===== src/rtl/button_pulse.sv =====
`timescale 1ns / 1ps
`default_nettype none
// ============================================================================
// Module   : button_pulse
// Brief    : Conditions the raw inc/dec push-buttons into clean one-cycle
//            pulses: 2-flop synchroniser, debounce filter, press-edge pulse,
//            optional auto-repeat, and inc/dec mutual exclusion.
// Macro    : BUTTON_PULSE_AUTO_REPEAT_EN - when defined, builds the per-channel
//            auto-repeat FSM and timer; otherwise one pulse per accepted press.
// Revision : 1.0 - initial release
// ============================================================================
module button_pulse #(
  parameter int DEBOUNCE_CYCLES = 500000,
  parameter int REPEAT_DELAY    = 50000000,
  parameter int REPEAT_PERIOD   = 10000000,
  parameter int CNT_W           = 26,
  parameter bit ACTIVE_LOW      = 1'b1
) (
  input  logic i_clk,
  input  logic i_reset_n,
  input  logic i_btn_inc,
  input  logic i_btn_dec,
  output logic o_inc_pulse,
  output logic o_dec_pulse,
  output logic o_inc_held,
  output logic o_dec_held
);

  // Raw pin level of a released button.
  localparam logic             c_released_raw = ACTIVE_LOW;
  localparam logic [CNT_W-1:0] c_deb_last     = CNT_W'(DEBOUNCE_CYCLES - 1);
  localparam logic [CNT_W-1:0] c_cnt_one      = CNT_W'(1);
  localparam logic [63:0]      c_cnt_lim      = 64'd1 << CNT_W;

  // Reject parameter sets whose compare values cannot be reached by the counters.
  if (DEBOUNCE_CYCLES < 1 || REPEAT_DELAY < 1 || REPEAT_PERIOD < 1 ||
      64'(DEBOUNCE_CYCLES) >= c_cnt_lim || 64'(REPEAT_DELAY) >= c_cnt_lim ||
      64'(REPEAT_PERIOD) >= c_cnt_lim) begin : g_bad_params
    $error("button_pulse: cycle parameters must be >= 1 and < 2**CNT_W");
  end

`ifdef BUTTON_PULSE_AUTO_REPEAT_EN
  localparam logic [CNT_W-1:0] c_dly_last = CNT_W'(REPEAT_DELAY - 1);
  localparam logic [CNT_W-1:0] c_per_last = CNT_W'(REPEAT_PERIOD - 1);

  typedef enum logic [1:0] {
    S_IDLE   = 2'd0,
    S_DELAY  = 2'd1,
    S_REPEAT = 2'd2
  } rpt_state_t;
`endif

  // Channel 0 = inc, channel 1 = dec.
  logic [1:0] w_btn_raw;
  logic [1:0] w_acc_nxt;   // accepted level after the coming edge
  logic [1:0] w_rise;      // accepted level goes 0->1 on the coming edge
  logic [1:0] w_held;
  logic [1:0] w_pulse;
  logic       w_both_nxt;  // both buttons accepted after the coming edge

  assign w_btn_raw  = {i_btn_dec, i_btn_inc};
  // Looking at the next accepted levels means a pulse register can never be
  // high during a cycle in which both held outputs are high.
  assign w_both_nxt = &w_acc_nxt;

  for (genvar g = 0; g < 2; g++) begin : g_ch
    logic             r_sync1;
    logic             r_sync2;
    logic             r_acc;
    logic             r_pulse;
    logic [CNT_W-1:0] r_deb_cnt;
    logic             w_level;
    logic             w_differ;
    logic             w_accept;

    // Two-flop synchroniser; the raw pin is sampled nowhere else. The flops
    // hold the raw level, so a reset value of "released" is the pin's idle level.
    always_ff @(posedge i_clk or negedge i_reset_n) begin
      if (!i_reset_n) begin
        r_sync1 <= c_released_raw;
        r_sync2 <= c_released_raw;
      end else begin
        r_sync1 <= w_btn_raw[g];
        r_sync2 <= r_sync1;
      end
    end

    // Normalised level: 1 = pressed, regardless of board polarity.
    assign w_level      = r_sync2 ^ c_released_raw;
    assign w_differ     = w_level ^ r_acc;
    assign w_accept     = w_differ & (r_deb_cnt == c_deb_last);
    assign w_acc_nxt[g] = r_acc ^ w_accept;
    assign w_rise[g]    = w_accept & ~r_acc;
    assign w_held[g]    = r_acc;
    assign w_pulse[g]   = r_pulse;

    // Debounce: count consecutive disagreeing cycles, toggle on the last one.
    always_ff @(posedge i_clk or negedge i_reset_n) begin
      if (!i_reset_n) begin
        r_acc     <= 1'b0;
        r_deb_cnt <= '0;
      end else begin
        r_acc <= w_acc_nxt[g];
        if (w_differ && !w_accept) begin
          r_deb_cnt <= r_deb_cnt + c_cnt_one;
        end else begin
          r_deb_cnt <= '0;
        end
      end
    end

`ifdef BUTTON_PULSE_AUTO_REPEAT_EN
    rpt_state_t       r_state;
    logic [CNT_W-1:0] r_rpt_cnt;

    // Press pulse plus auto-repeat; release or a two-button hold parks in IDLE.
    always_ff @(posedge i_clk or negedge i_reset_n) begin
      if (!i_reset_n) begin
        r_state   <= S_IDLE;
        r_rpt_cnt <= '0;
        r_pulse   <= 1'b0;
      end else begin
        r_pulse <= 1'b0;
        if (!w_acc_nxt[g] || w_both_nxt) begin
          r_state   <= S_IDLE;
          r_rpt_cnt <= '0;
        end else begin
          case (r_state)
            S_IDLE: begin
              if (w_rise[g]) begin
                r_pulse   <= 1'b1;
                r_state   <= S_DELAY;
                r_rpt_cnt <= '0;
              end
            end
            S_DELAY: begin
              if (r_rpt_cnt == c_dly_last) begin
                r_pulse   <= 1'b1;
                r_state   <= S_REPEAT;
                r_rpt_cnt <= '0;
              end else begin
                r_rpt_cnt <= r_rpt_cnt + c_cnt_one;
              end
            end
            S_REPEAT: begin
              if (r_rpt_cnt == c_per_last) begin
                r_pulse   <= 1'b1;
                r_rpt_cnt <= '0;
              end else begin
                r_rpt_cnt <= r_rpt_cnt + c_cnt_one;
              end
            end
            default: begin
              r_state   <= S_IDLE;
              r_rpt_cnt <= '0;
            end
          endcase
        end
      end
    end
`else
    // One pulse per accepted press, suppressed when the other button is held.
    always_ff @(posedge i_clk or negedge i_reset_n) begin
      if (!i_reset_n) begin
        r_pulse <= 1'b0;
      end else begin
        r_pulse <= w_rise[g] & ~w_both_nxt;
      end
    end
`endif
  end

  assign o_inc_pulse = w_pulse[0];
  assign o_dec_pulse = w_pulse[1];
  assign o_inc_held  = w_held[0];
  assign o_dec_held  = w_held[1];

endmodule
`default_nettype wire


===== config.mk =====
export PLATFORM = sky130hd
export DESIGN_NAME = button_pulse
export DESIGN_NICKNAME = d
export VERILOG_FILES = /design/src/rtl/button_pulse.sv
export SDC_FILE = /design/constraint.sdc
export NUM_CORES = 1
export LEC_CHECK = 0
export CORE_MARGIN = 2
export CORE_UTILIZATION = 61
export DETAILED_ROUTE_END_ITERATION = 12
export PLACE_DENSITY = 0.79
export SLEW_MARGIN = 15
export SYNTH_ARGS = -nofsm -noshare
export SYNTH_HDL_FRONTEND = slang
export SYNTH_SLANG_ARGS = --single-unit
export TNS_END_PERCENT = 30

===== constraint.sdc =====
create_clock -name i_clk -period 2.52 [get_ports i_clk]
set_clock_uncertainty 0.15 [all_clocks]
set_input_delay 0.504 -clock i_clk [delete_from_list [all_inputs] [get_ports i_clk]]
set_output_delay 0.504 -clock i_clk [all_outputs]
set_load 0.02 [all_outputs]

Yosys cells after proc, flatten, opt, wreduce, memory -nomap -nowiden
Index checks and enable logic that the tools add are counted.
- bits of input ports: 4
- word-level logic and storage cells: 36
- bits in latches: 0
- bits in read-only memories: 0
- RAM bits: 0
- memories: 0
- register bits: 60
- eq/ne operators: 2
- bitwise gates (word level): 15
- magnitude comparators: 0
- multiplexer cells: 2
- shifts and indexed selects: 0
- add/subtract/negate cells: 2
- divide/modulo/power cells: 0
- reductions and logical operators: 5
- $mul: 0
- operators by type and width (cell ; count):
    26-bit by 1-bit adder with 26-bit output (second input constant) ; 2
    26-bit by 19-bit == test with 1-bit output (second input constant) ; 2
    26-bit two-way mux ; 2
    1-bit AND ; 6
    1-bit inverter ; 5
    1-bit bitwise XOR ; 4
    1-bit logical AND ; 2
    1-bit logical NOT ; 2
    2-bit AND reduction ; 1

Depth between registers and ports, before layout
Gate-level depths: netlist of run 1.
- word-level depth: 7
- gate-level depth with buffers: 6
- gate-level depth less buffers: 5

Worst setup path before layout of run 1
OpenSTA, ideal clock, no wires.
- kind: register to register
- start: register g_ch[0].r_deb_cnt[0]
- end: register g_ch[0].r_deb_cnt[20]
- stages on the path, launching flop included: 7
- path buffers: 1
- arrival: 1894 ps
- data required time: 2292 ps
- slack: 398 ps
- setup time: 78 ps
- cell sequence: dfrtp_1 ha_1 nand4_1 or4_1 clkbuf_1 or3_1 a21oi_1
- longest elaborated chain between the ends: 5
- elaborated cells on any way between the ends: 6
- classes of those cells: add/sub: 1; eq/ne: 1; mux: 1; bitwise: 1; reduce/logical: 2
- RTL lines (item ; RTL line ; RTL):
    start, declared ; 71 ; logic [CNT_W-1:0] r_deb_cnt;
    start signal, assigned ; 105 ; r_deb_cnt <= r_deb_cnt + c_cnt_one;
    branches (longest 4 deep; another with 26-bit by 1-bit adder with 26-bit output) ; -- ;
    26-bit two-way mux * ; 104 ; if (w_differ && !w_accept) begin
Mark *: on every way between the ends.

Worst setup path after layout of run 1
Ends and elaborated chain as after synthesis.

==> summary.md, run 1 <==
| Metric | Value |
|---|---|
| Number of setup violations in the final report | `0` |
| Pin count of the biggest net entering global routing | `40` |
| Syn-to-layout area delta | `11.25%` |
| Initial Utilization | `0.6355` |
| Worst hold path depth | `0` |
| Final WL | `5958 microns` |
| FF+latch count, synth | `60` |
| Chip Width | `74.15 microns` |
| Largest cells by area after synthesis | `sky130_fd_sc_hd__dfrtp_1 (47%), sky130_fd_sc_hd__nor2_1 (4.3%), sky130_fd_sc_hd__nand4_1 (4.2%), sky130_fd_sc_hd__xnor2_1 (4.1%), sky130_fd_sc_hd__xor2_1 (3.8%)` |
| Post-CTS setup buffers | `0` |
| Maximum clock insertion buffer count | `2` |
| Final setup slack of the worst path | `0.2990 ns` |
| Req. time, crit path | `2.63 ns` |
| CP arrival | `2.33 ns` |
| Total congestion overflow | `0` |
| Main combinational cell family by area after synthesis | `simple AND/OR/NAND/NOR gates` |
| Post-synthesis share of cell area spent on xor and xnor gates | `0.07878` |
| Clock slew at the register clock pins of the worst setup and hold paths | `0.07 ns` |
| Maximum vdd ir drop | `0.0005059 V` |
| Die Y | `74.15 microns` |
| Layout cell share with drive strength beyond 1 | `0.09509` |
| Metal2 WL | `2747 microns` |
| Met1 Wirelength | `2885 microns` |
| Type of destination of the critical path | `flip-flop` |
| Post-DRT Antenna Nets | `0` |
| Final-stage net count | `327` |
| Number of global-route vias before repair | `2160` |
| Largest fanout on the critical path | `10` |
| Type of the worst setup path | `flip-flop to flip-flop` |
| CTS tree | `done` |
| Unrepaired setup endpoints after global routing | `no` |
| Vias per std cell | `6.132` |
| H-tree lvl count | `3` |
| Hold Worst Slack | `0.2093 ns` |
| GP Congestion | `0.8473` |
| Cts bufs inserted | `9` |
| Highest routed layer | `met4` |
| Number of antenna cells inserted | `0` |
| Count of warnings emitted by yosys | `0` |
| Fraction of the mapped netlist area in simple logic gates | `0.2855` |
| Complex-gate fraction of the synthesized area | `0.09921` |
| Post-route minimum period | `2.221 ns` |
| Cells after synthesis | `310` |
| Final HPWL from detailed placement | `3879 microns` |
| Post-synth net total | `316` |
| Number of antenna violations at the first check in global routing | `0` |
| Kind of launch point of the worst setup path | `flip-flop` |
| Avg WL per Cell | `15.16 microns` |
| Count of maximum capacitance violations | `0` |
| Vias post-DR | `2410` |
| Power Dens Cells | `549.4 nW/um^2` |
| Share of the clock period used by the worst path | `0.8813` |
| Wire length of the first global-routing pass | `10300 microns` |
| Setup Slack @ Placement | `0.3170 ns` |
| DIE AREA | `5497 sq um` |
| Result of the run | `complete, no violations` |
| Fraction of the yosys area taken by sequential cells | `0.5019` |
| Clock insertion delay at the later pin of the skew report | `0.34 ns` |
| Avg Inst Size Synth | `9.683 sq um` |
| Num rows | `25` |
| Hold Violations, Final | `0` |
| Met3 wirelength from detailed routing | `211 microns` |
| Cell depth of the worst flop-to-flop path | `5` |
| GR Util All Layers | `0.2460` |
| Slew @ Worst Pin | `0.5382 ns` |
| Sum Neg Setup Slack | `0 ns` |
| Post-synthesis cell area | `3002 sq um` |
| Drt first pass iters | `4` |
| Detailed Route Iter0 Violations | `188` |
| Adder-cell share of the synthesized area | `0.008337` |
| Fmax achieved | `450.3 MHz` |
| Cell at the root of the clock tree | `sky130_fd_sc_hd__clkbuf_8` |
| Std-Cell Core Area | `4723 sq um` |
| Clock sinks | `60` |
| Mux contribution to synthesized area | `0` |
| Library cell occupying the most area in the post-synthesis netlist | `sky130_fd_sc_hd__dfrtp_1` |
| Area fraction of the dominant cell type after synthesis | `0.4669` |
| Count of different cell masters after synthesis | `33` |
| Class of the tightest hold or removal check | `flip-flop to flip-flop` |
| Number of max-slew violations in the final report | `0` |
| Relative slew margins | `0.6362` |
| Number of primary I/O pins | `8` |
| Leakage | `1.292 nW` |
| Number of buffers added on ports | `7` |
| Post-route DRC violation count | `0` |
synthesized netlist by cell type, drive strengths merged:
cell type  number
nand3          16
a21oi          22
and3            5
or2             2
and4            6
nor3            6
o31a            1
nor4b           4
nand4b          1
nand4          21
ha              2
or3            10
o21ai           9
o31ai          15
xor2           13
or4            16
and2            3
o211a           1
nand2          19
inv             7
dfstp           4
nor4           10
o22ai           1
dfrtp          56
xnor2          14
buf             2
nor2           34
clkbuf         10
what timing repair did:
item | CTS | global route
setup endpoints to repair | 0 | 0
gates resized for setup | 0 | 0
hold buffers | 1 | 0
hold endpoints to repair | 15 | 0
flip-flops by register name, indices dropped and copies added (netlist names):
name	cells
o_dec_held	1
o_inc_held	1
g_ch.r_sync1	2
o_inc_pulse	1
g_ch.r_deb_cnt	52
g_ch.r_sync2	2
o_dec_pulse	1
power by group:
part           switching, mW  leakage [nW]  internal [mW]  total (mW)
Clock                  0.352        0.0965          0.435       0.787
Sequential            0.0103         0.820          0.977       0.987
Combinational         0.0410         0.376         0.0196      0.0606
kinds of logic after synthesis:
family	count (synthesis)
buffers and inverters	19
XOR/XNOR	27
flip-flops	60
AND/OR/NAND/NOR	153
adder cells (fa/ha/maj)	2
AO/OA/AOI/OAI	49
routing by layer:
metal | GRT usage | vias to the layer above
met2 | 0.3651 | 43
li1 | - | 1176
met3 | 0.05691 | 10
met5 | 0 | -
met1 | 0.3598 | 1181
met4 | 0.08081 | 0
layout by cell type (no fill, tap or decap), drive strengths merged, types with 10 or more instances in the layout:
cell and count:
nand3 16, nand2 19, dfrtp 56, or3 10, nor2 34, xnor2 14
xor2 13, nor4 10, clkbuf 14, o31ai 15, or4 16, nand4 21
a21oi 22
worst paths after layout:
check	start	end	slack [ns]
setup reg to reg	g_ch[0].r_deb_cnt[0]	g_ch[0].r_deb_cnt[20]	0.30
hold / removal	g_ch[0].r_sync1	g_ch[0].r_sync2	0.21
max in group asynchronous	i_reset_n	g_ch[0].r_sync1	1.06
min in group asynchronous	i_reset_n	g_ch[0].r_deb_cnt[19]	0.52
hold reg to reg	g_ch[0].r_sync1	g_ch[0].r_sync2	0.21
setup / recovery	g_ch[0].r_deb_cnt[0]	g_ch[0].r_deb_cnt[20]	0.30
worst max-delay path: stages, from the launching register on:
cell                      delay [ns]
sky130_fd_sc_hd__dfrtp_1        0.39
sky130_fd_sc_hd__ha_1           0.24
sky130_fd_sc_hd__nand4_1        0.14
sky130_fd_sc_hd__or4_1          0.69
sky130_fd_sc_hd__or3_1          0.39
sky130_fd_sc_hd__a21oi_1        0.14
through the flow:
stage,instance area [sq um],power (mW),utilization,cells
finish,3339,1.835,0.7070,393
global route,3339,1.915,0.7070,393
CTS,3339,1.847,0.7070,393
detailed placement,3147,1.065,0.6662,376
global placement,3147,1.064,0.6662,376
floorplan,3002,1.029,-,310
area by class of cell:
cell class              instances  area (sq um)
fillers                       355          1384
flip-flops and latches         60          1506
inverters                       7         26.28
repair buffers                 12         117.6
clock buffers                  14         172.7
multi-input cells             231          1423
well taps                      67         83.83
clock inverters                 2         10.01
Power figures use the tool's default switching activity.
==> inputs of run 2 (changes only) <==
--- a/config.mk
+++ b/config.mk
@@ -8,9 +8,10 @@
 export CORE_MARGIN = 2
 export CORE_UTILIZATION = 61
 export DETAILED_ROUTE_END_ITERATION = 12
+export HOLD_SLACK_MARGIN = 0.03
 export PLACE_DENSITY = 0.79
 export SLEW_MARGIN = 15
 export SYNTH_ARGS = -nofsm -noshare
 export SYNTH_HDL_FRONTEND = slang
 export SYNTH_SLANG_ARGS = --single-unit
-export TNS_END_PERCENT = 30
+export TNS_END_PERCENT = 50
==> results of run 2 <==
Same layout as run 1: the final DEF is identical, and so are final timing and power.
